--- src/rtl/vblank_update_arbiter_pkg.sv ---
// Shared types and default frame geometry for the vblank update arbiter.
// The FSM enum is exported so debug ports and benches can decode state.
package vblank_pkg;

  typedef enum logic [1:0] {
    ST_IDLE  = 2'd0,
    ST_ARB   = 2'd1,
    ST_GRANT = 2'd2
  } state_t;

  localparam int DEF_V_ACTIVE = 600;
  localparam int DEF_V_TOTAL  = 625;
  localparam int DEF_H_ACTIVE = 800;
  localparam int DEF_H_TOTAL  = 1024;

  // Increment an index, wrapping back to zero at n.
  function automatic int wrap_inc(input int idx, input int n);
    return (idx + 1 >= n) ? 0 : idx + 1;
  endfunction

endpackage

--- src/rtl/vblank_update_arbiter_if.sv ---
// Bundle of coordinates, requester handshake and window/status signals.
// Handshake: req is a level held by a requester; grant is one-hot while it owns
// the port; the owner answers with a one-cycle done pulse, after which grant drops.
interface vblank_update_arbiter_if #(
  parameter int N_REQ = 4
);
  logic [10:0]      h_coord;
  logic [9:0]       v_coord;
  logic [N_REQ-1:0] req;
  logic [N_REQ-1:0] done;
  logic [N_REQ-1:0] grant;
  logic             frame_start;
  logic             window_open;
  logic             busy;
  logic             timeout;
  logic [N_REQ-1:0] missed;

  modport master (
    output h_coord, v_coord, req, done,
    input  grant, frame_start, window_open, busy, timeout, missed
  );

  modport slave (
    input  h_coord, v_coord, req, done,
    output grant, frame_start, window_open, busy, timeout, missed
  );
endinterface

--- src/rtl/vblank_update_arbiter_rr_pick.sv ---
// Combinational round-robin find-first: first set bit of cand_i at or above
// ptr_i, wrapping. Returns the winner one-hot and as an index.
module rr_pick #(
  parameter int N  = 4,
  parameter int PW = (N > 1) ? $clog2(N) : 1
) (
  input  logic [N-1:0]  cand_i,
  input  logic [PW-1:0] ptr_i,
  output logic [N-1:0]  onehot_o,
  output logic [PW-1:0] idx_o,
  output logic          valid_o
);

  logic          found;
  logic [PW:0]   sum;
  logic [PW-1:0] j;

  always_comb begin
    onehot_o = '0;
    idx_o    = '0;
    valid_o  = 1'b0;
    found    = 1'b0;
    sum      = '0;
    j        = '0;
    for (int k = 0; k < N; k++) begin
      sum = {1'b0, ptr_i} + (PW+1)'(k);
      if (sum >= (PW+1)'(N)) sum = sum - (PW+1)'(N);
      j = sum[PW-1:0];
      if (!found && cand_i[j]) begin
        found       = 1'b1;
        valid_o     = 1'b1;
        onehot_o[j] = 1'b1;
        idx_o       = j;
      end
    end
  end

endmodule

--- src/rtl/vblank_update_arbiter.sv ---
// Grants the shared object-state update port to one requester at a time, only
// inside the vertical-blanking window, round-robin, at most once per frame.
module vblank_update_arbiter
  import vblank_pkg::*;
#(
  parameter int N_REQ       = 4,
  parameter int V_ACTIVE    = DEF_V_ACTIVE,
  parameter int V_TOTAL     = DEF_V_TOTAL,
  parameter int GUARD_LINES = 2,
  parameter int MAX_CYCLES  = 256
) (
  input  logic                    pixel_clk,
  input  logic                    rst,
  vblank_update_arbiter_if.slave  bus,
  output state_t                  dbg_state_o
);

  localparam int PW = (N_REQ > 1) ? $clog2(N_REQ) : 1;
  localparam int CW = $clog2(MAX_CYCLES + 1);

  state_t           state_q, state_d;
  logic [PW-1:0]    ptr_q, ptr_d;
  logic [PW-1:0]    owner_q, owner_d;
  logic [N_REQ-1:0] grant_q, grant_d;
  logic [N_REQ-1:0] served_q, served_d;
  logic [N_REQ-1:0] missed_q, missed_d;
  logic [CW-1:0]    tcnt_q, tcnt_d;
  logic             win_q, win_d;
  logic             fs_q;
  logic             to_q, to_d;

  logic             coord_match, guard_hit, done_hit, to_hit;
  logic [N_REQ-1:0] pick_onehot;
  logic [PW-1:0]    pick_idx;
  logic             pick_valid;

  assign coord_match = (bus.v_coord == 10'(V_ACTIVE)) && (bus.h_coord == '0);
  assign guard_hit   = (bus.v_coord == 10'(V_TOTAL - GUARD_LINES));
  assign done_hit    = |(bus.done & grant_q);
  assign to_hit      = (tcnt_q == CW'(MAX_CYCLES - 1));

  rr_pick #(.N(N_REQ), .PW(PW)) u_pick (
    .cand_i   (bus.req & ~served_q),
    .ptr_i    (ptr_q),
    .onehot_o (pick_onehot),
    .idx_o    (pick_idx),
    .valid_o  (pick_valid)
  );

  always_comb begin
    state_d  = state_q;
    ptr_d    = ptr_q;
    owner_d  = owner_q;
    grant_d  = grant_q;
    tcnt_d   = tcnt_q;
    to_d     = 1'b0;
    served_d = coord_match ? '0 : served_q;
    missed_d = coord_match ? (bus.req & ~served_q) : '0;
    win_d    = coord_match ? 1'b1 : (guard_hit ? 1'b0 : win_q);
    unique case (state_q)
      ST_IDLE: begin
        if (win_d) state_d = ST_ARB;
      end
      ST_ARB: begin
        if (!win_q) begin
          state_d = ST_IDLE;
        end else if (pick_valid) begin
          state_d = ST_GRANT;
          owner_d = pick_idx;
          grant_d = pick_onehot;
          tcnt_d  = '0;
        end
      end
      ST_GRANT: begin
        // A completing owner marks the mask after any frame-start clear above.
        if (done_hit || to_hit) begin
          served_d = served_d | grant_q;
          ptr_d    = PW'(wrap_inc(int'(owner_q), N_REQ));
          to_d     = !done_hit;
          state_d  = win_q ? ST_ARB : ST_IDLE;
        end else begin
          tcnt_d = tcnt_q + CW'(1);
        end
      end
      default: state_d = ST_IDLE;
    endcase
  end

  always_ff @(posedge pixel_clk or posedge rst) begin
    if (rst) begin
      state_q  <= ST_IDLE;
      ptr_q    <= '0;
      owner_q  <= '0;
      grant_q  <= '0;
      served_q <= '0;
      missed_q <= '0;
      tcnt_q   <= '0;
      win_q    <= 1'b0;
      fs_q     <= 1'b0;
      to_q     <= 1'b0;
    end else begin
      state_q  <= state_d;
      ptr_q    <= ptr_d;
      owner_q  <= owner_d;
      grant_q  <= grant_d;
      served_q <= served_d;
      missed_q <= missed_d;
      tcnt_q   <= tcnt_d;
      win_q    <= win_d;
      fs_q     <= coord_match;
      to_q     <= to_d;
    end
  end

  assign bus.grant       = (state_q == ST_GRANT) ? grant_q : '0;
  assign bus.busy        = (state_q == ST_GRANT);
  assign bus.frame_start = fs_q;
  assign bus.window_open = win_q;
  assign bus.timeout     = to_q;
  assign bus.missed      = missed_q;
  assign dbg_state_o     = state_q;

endmodule
--- src/flat_wrapper.sv ---
// flat-port wrapper written by rule: the top's interface ports become plain ports
module vblank_update_arbiter_flat import vblank_pkg::*;
#(
  parameter int N_REQ       = 4,
  parameter int V_ACTIVE    = DEF_V_ACTIVE,
  parameter int V_TOTAL     = DEF_V_TOTAL,
  parameter int GUARD_LINES = 2,
  parameter int MAX_CYCLES  = 256
)
  (pixel_clk, rst, dbg_state_o, bus_h_coord, bus_v_coord, bus_req, bus_done, bus_grant, bus_frame_start, bus_window_open, bus_busy, bus_timeout, bus_missed);
  vblank_update_arbiter_if #(.N_REQ(N_REQ)) bus_i ();
  input  logic pixel_clk;
  input  logic rst;
  output state_t dbg_state_o;
  input wire logic [$bits(bus_i.h_coord)-1:0] bus_h_coord;
  input wire logic [$bits(bus_i.v_coord)-1:0] bus_v_coord;
  input wire logic [$bits(bus_i.req)-1:0] bus_req;
  input wire logic [$bits(bus_i.done)-1:0] bus_done;
  output wire logic [$bits(bus_i.grant)-1:0] bus_grant;
  output wire logic [$bits(bus_i.frame_start)-1:0] bus_frame_start;
  output wire logic [$bits(bus_i.window_open)-1:0] bus_window_open;
  output wire logic [$bits(bus_i.busy)-1:0] bus_busy;
  output wire logic [$bits(bus_i.timeout)-1:0] bus_timeout;
  output wire logic [$bits(bus_i.missed)-1:0] bus_missed;
  assign bus_i.h_coord = bus_h_coord;
  assign bus_i.v_coord = bus_v_coord;
  assign bus_i.req = bus_req;
  assign bus_i.done = bus_done;
  assign bus_grant = bus_i.grant;
  assign bus_frame_start = bus_i.frame_start;
  assign bus_window_open = bus_i.window_open;
  assign bus_busy = bus_i.busy;
  assign bus_timeout = bus_i.timeout;
  assign bus_missed = bus_i.missed;
  vblank_update_arbiter #(.N_REQ(N_REQ), .V_ACTIVE(V_ACTIVE), .V_TOTAL(V_TOTAL), .GUARD_LINES(GUARD_LINES), .MAX_CYCLES(MAX_CYCLES)) u_core (.pixel_clk(pixel_clk), .rst(rst), .bus(bus_i), .dbg_state_o(dbg_state_o));
endmodule
--- config.mk ---
export PLATFORM = sky130hd
export DESIGN_NAME = vblank_update_arbiter_flat
export DESIGN_NICKNAME = d
export VERILOG_FILES = /design/src/rtl/vblank_update_arbiter_pkg.sv /design/src/rtl/vblank_update_arbiter_if.sv /design/src/rtl/vblank_update_arbiter_rr_pick.sv /design/src/rtl/vblank_update_arbiter.sv /design/src/flat_wrapper.sv
export SDC_FILE = /design/constraint.sdc
export NUM_CORES = 1
export LEC_CHECK = 0
export BUFFER_PORTS_ARGS = -buffer_cell sky130_fd_sc_hd__buf_4
export CAP_MARGIN = 5
export CORE_MARGIN = 2
export CORE_UTILIZATION = 39
export DETAILED_ROUTE_END_ITERATION = 10
export HOLD_SLACK_MARGIN = 0.02
export SYNTH_ARGS = -nofsm -noshare
export SYNTH_HDL_FRONTEND = slang
export SYNTH_HIERARCHICAL = 1
export SYNTH_SLANG_ARGS = --single-unit
--- constraint.sdc ---
create_clock -name pixel_clk -period 5.46 [get_ports pixel_clk]
set_input_delay 0.273 -clock pixel_clk [delete_from_list [all_inputs] [get_ports pixel_clk]]
set_output_delay 0.273 -clock pixel_clk [all_outputs]
set_load 0.01 [all_outputs]
== After elaboration in Yosys (flattened, before gate mapping) ==
Index checks and enable logic that the tools add are counted.
Word-level totals
  register bits: 30
  output and inout bits: 14
  logic and storage cells: 123
  bits of input ports: 31
Operators by class
  add/sub/neg operators: 9
  muxes and demuxes: 52
  bitwise logic cells: 7
  magnitude comparators: 13
  equality and inequality tests: 11
  reduce and logical (&&, ||, !) cells: 21
Operator list (count)
  4-bit 2-to-1 mux: 9
  9-bit 2-to-1 mux: 3
  2-bit 2-to-1 mux: 13
  10-bit equality test (second input constant): 2
  9-bit case mux with 2 select lines: 1
  1-bit 2-to-1 mux: 17
  4-bit OR: 4
  3-bit greater-or-equal comparator (second input constant): 4
  2-bit by 3-bit less-than comparator with 1-bit output (second input constant): 4
  11-bit zero test: 1
  9-bit by 1-bit adder with 9-bit output (second input constant): 1
  9-bit by 8-bit equality test with 1-bit output (second input constant): 1
  4-bit AND: 2
  1-bit binary-select mux with 2-bit select: 4
  1-bit demux with 2-bit select: 4
  2-bit by 1-bit greater-or-equal comparator with 1-bit output (second input constant): 4
  1-bit logical AND: 8
  2-bit by 1-bit inequality test with 1-bit output (second input constant): 4
  2-bit by 1-bit subtractor with 2-bit output (second input constant): 4
  2-bit by 1-bit adder with 3-bit output (second input constant): 2
  2-bit by 2-bit adder with 3-bit output (second input constant): 2
  2-bit case mux with 3 select lines: 1
  3-bit AND reduction: 2
  1-bit zero test: 4
  12 further kinds: 12

== Logic depth before layout (Yosys ltp) ==
  word-level depth: 17
  gate-level depth with buffers: 11
  mapped depth without buffers: 8

== By module ==
Netlist, hierarchy kept.
Modules (own cells, without submodules)
  vblank_update_arbiter: cells each 137, sequential area each 750.7 um2, instances 1, area each 1407.6 um2
  rr_pick: cells each 45, sequential area each 0.0 um2, instances 1, area each 421.7 um2

== Worst setup path before layout ==
OpenSTA, ideal clock, no wires.
  path type: reg-to-reg
  start point: register u_core.ptr_q[0]
  end point: register u_core.tcnt_q[6]
  arrival: 2326 ps
  data required time: 5365 ps
  setup time: 95 ps
  cell stages (with the launch flop): 12
  setup slack: 3039 ps
  clock period less this slack: 2421 ps
  cell sequence: dfrtp_1 -> buf_6 -> inv_1 -> ha_1 -> mux4_2 -> buf_6 -> nor3_1 -> nand2b_1 -> nand4b_1 -> clkbuf_1 -> o211ai_1 -> o31ai_1
On the way
  cells in the longest elaborated chain, start to end: 16
  elaborated cells on any way between the ends: 35
RTL lines
  start, declared: line vblank_update_arbiter.sv:22  | logic [PW-1:0] ptr_q, ptr_d;
  start signal, assigned: line vblank_update_arbiter.sv:103  | ptr_q <= ptr_d;
  parallel branches: the longest is 13 deep, another holds 2-bit by 1-bit adder with 3-bit output
  1-bit 2-to-1 mux *: line vblank_update_arbiter_rr_pick.sv:29  | if (!found && cand_i[j]) begin
  net u_core.pick_valid: line vblank_update_arbiter.sv:35  | logic pick_valid;
  2-bit by 1-bit inequality test with 1-bit output (no source line) *
  4-bit AND reduction (no source line) *
  end signal, assigned: line vblank_update_arbiter.sv:108  | tcnt_q <= tcnt_d;
  end, declared: line vblank_update_arbiter.sv:27  | logic [CW-1:0] tcnt_q, tcnt_d;
Mark *: on every way through the listed nets, which the timed path passes. The select of a mux whose other input is x is not followed.
A chain may end at the register's enable or synchronous reset.

== Worst setup path in the final report ==
Same ends and word-level chain as after synthesis.

==> run metrics <==
GRT Total Usage 18.45%; post-synth net total 221; antenna violations before repair 0; worst setup margin roughly 2600 ps; vias in the first global route 1615; Worst Skew 5.366 ps; largest cells by area after synthesis dfrtp_1 (41%), nand2_1 (6.0%), ha_1 (5.5%); post-synth top area share 41.04%; post-route ant nets 0; port bufs 44; met1 usage in global routing 23.21%; final setup fails 0; non-filler cells, final 280; Synth area leader dfrtp_1; Rows 24; share of layout cells above drive strength 1 27.19%; DP HPWL 3449 µm; Setup WS pre-CTS 2633 ps; HP Class input pin to asynchronous set/reset pin; die height a little over 70 µm; RSZ-0062 raised after global routing false; CP Cell Sequence inv_1 > ha_1 > mux4_2 > nor3_1 > nand2b_1 > nand4b_1 > o211ai_1 > o31ai_1; die area between 5000 and 6000 µm²; FF-to-FF setup slack 2640 ps; Worst-Margin Slew about 540 ps; syn avg cell area just over 10 µm²; cells on worst reg2reg path 8; CTS Hold Buffers Added 0; number of max-slew violations in the final report 0; crit-path max FO 14; Final #Nets 266; average wire per cell in the routed design approximately 16 µm; largest net degree at the start of global routing 31; GRT met2 Usage 31.60%; count leader, synth dfrtp_1; Slew HR 64.11%; Most Crowded Layer GR met2; vias per cell between 5 and 6; Arr. time, crit path 3010 ps; Core Footprint 4444 µm²; area grow syn2layout 24.69%; Setup Crit Path Kind flip-flop to flip-flop; CTS HTree Levels 2; register area share after synthesis 41.04%; layout filler cell count 414; Slowest-stage cell, CP dfrtp_1; Post-synth ARST share 100.0%; Critical Path RT 5640 ps; placed cells 272; worst-skew pair later-pin latency 270 ps; Starting Density between 40 and 50%; Tmin final 2824 ps; Hold Violations, Final 0; Total Power 0.4446 mW; fin crit share 51.72%; drt total wl 4458 µm; Post-CTS Setup Inserts 0; grt met3 use 4.167%; max incr delay on CP 670 ps; Pleak 1.084 nW; 1st-iter DRT viols 58; top achievable clock speed 0.3541 GHz; status finished clean; Pwr Density 194.9 nW/µm²; first-pass GRT wire length 7527 µm; setup TNS 0 ps; FF-to-FF End u_core/tcnt_q[6]; number of CTS-inserted buffers 5; drt first pass iters 4; CTS Buffer Depth 2; CTS tree built; Ys Warns 6; buffer and inverter count on the worst path 1; post-synthesis register bit count 30; Crit. End Element flip-flop; startpoint types flip-flop; antenna cells 0; clk root buf clkbuf_8; Worst R2R Start u_core/ptr_q[0]; die width 72.49 µm; vias roughly 1600; post-synth cell types 44; delay-heaviest family, CP simple AND/OR/NAND/NOR gates; Finished Core Util 51.32%; clock sink count 30; Post-synth EDFFs 0; Congestion Overflow GR 0; top cells by count, synth dfrtp_1 (30), nand2_1 (29), a22oi_1 (10); Gate Count Post-Synth 182; drc violations 0; peak supply drop roughly 0.00011 V; Final GP Congestion 0.8524; # IOs 45; Mapped Area approximately 1800 µm²; post-cts sizing count 0; max_cap viols 0; clock-pin slew on the worst setup and hold paths 70 ps; dominant synthesized flop cell dfrtp_1
cells by family after synthesis:
| kind of cell | Yosys count | share of synthesized area [%] |
|---|---|---|
| buffers and inverters | 13 | 3.556 |
| adder cells (fa/ha/maj) | 8 | 5.472 |
| multiplexers | 11 | 9.370 |
| AND/OR/NAND/NOR | 81 | 25.31 |
| AO/OA/AOI/OAI | 39 | 15.25 |
| flip-flops | 30 | 41.04 |
placed cells by master (no fill, tap or decap), types with 5 or more instances in the layout:
cell type,n
buf_4,45
o21ai_0,9
clkbuf_8,6
ha_1,8
nor2b_1,9
nand2_1,29
inv_1,6
dfrtp_1,30
nor2_1,6
nand3_1,5
a22o_1,6
a22oi_1,10
routing by layer:
layer | part of all wire [%] | routed length, µm
met1 | 45 | 2006
met2 | 50 | 2248
met3 | 3.4 | 153
met4 | 1.1 | 49
met5 | 0 | 0
worst reg2reg max path, cell delays in order (launching register included):
cell and delay, ps:
dfrtp_1 670, inv_1 140, ha_1 380, mux4_2 440, nor3_1 290, nand2b_1 140, nand4b_1 410, o211ai_1 170
o31ai_1 90
where the power goes:
group          switching [mW]  total [mW]  internal, mW  leakage, nW
registers          0.00000133       0.222         0.222        0.419
logic                  0.0180      0.0399        0.0219        0.617
clock network          0.0809       0.182         0.102       0.0482
total                  0.0989       0.445         0.346         1.08
state kept, by name (all words and copies together) (netlist names):
register and flops:
u_core/bus.window_open 1, u_core/bus.frame_start 1, u_core/grant_q 4, u_core/dbg_state_o 2, u_core/owner_q 2, u_core/ptr_q 2, u_core/served_q 4, u_core/bus.timeout 1
u_core/bus.missed 4, u_core/tcnt_q 9
layout make-up:
type / count / area, µm² / share of cell area (%)
clock buffers: 7 / 86.33 / 3.785
clock inverters: 1 / 5.005 / 0.2194
inverters: 6 / 22.52 / 0.9874
well taps: 52 / 65.06 / 2.852
flip-flops and latches: 30 / 750.7 / 32.91
repair buffers: 45 / 337.8 / 14.81
multi-input cells: 139 / 1013 / 44.43
worst max path at each step:
stage / startpoint / endpoint / slack, ps / cells after the start
finish: u_core/ptr_q[0] / u_core/tcnt_q[6] / 2640 / 8
global route: u_core/ptr_q[0] / u_core/tcnt_q[6] / 2390 / 8
CTS: u_core/ptr_q[0] / u_core/tcnt_q[6] / 2620 / 8
detailed placement: u_core/ptr_q[0] / u_core/tcnt_q[6] / 2630 / 8
global placement: u_core/ptr_q[0] / u_core/tcnt_q[6] / 2800 / 8
floorplan: u_core/ptr_q[0] / u_core/tcnt_q[6] / 3040 / 11
per-stage QoR:
stage | hold slack (ps) | instance area (µm²)
3_3_place_gp | 368.8 | 2190
6_report | 71.68 | 2281
4_1_cts | 80.54 | 2281
5_1_grt | 111.5 | 2281
2_1_floorplan | 363.8 | 1829
3_5_place_dp | 379.0 | 2190
Note: power is estimated with default switching activity, not from simulation.
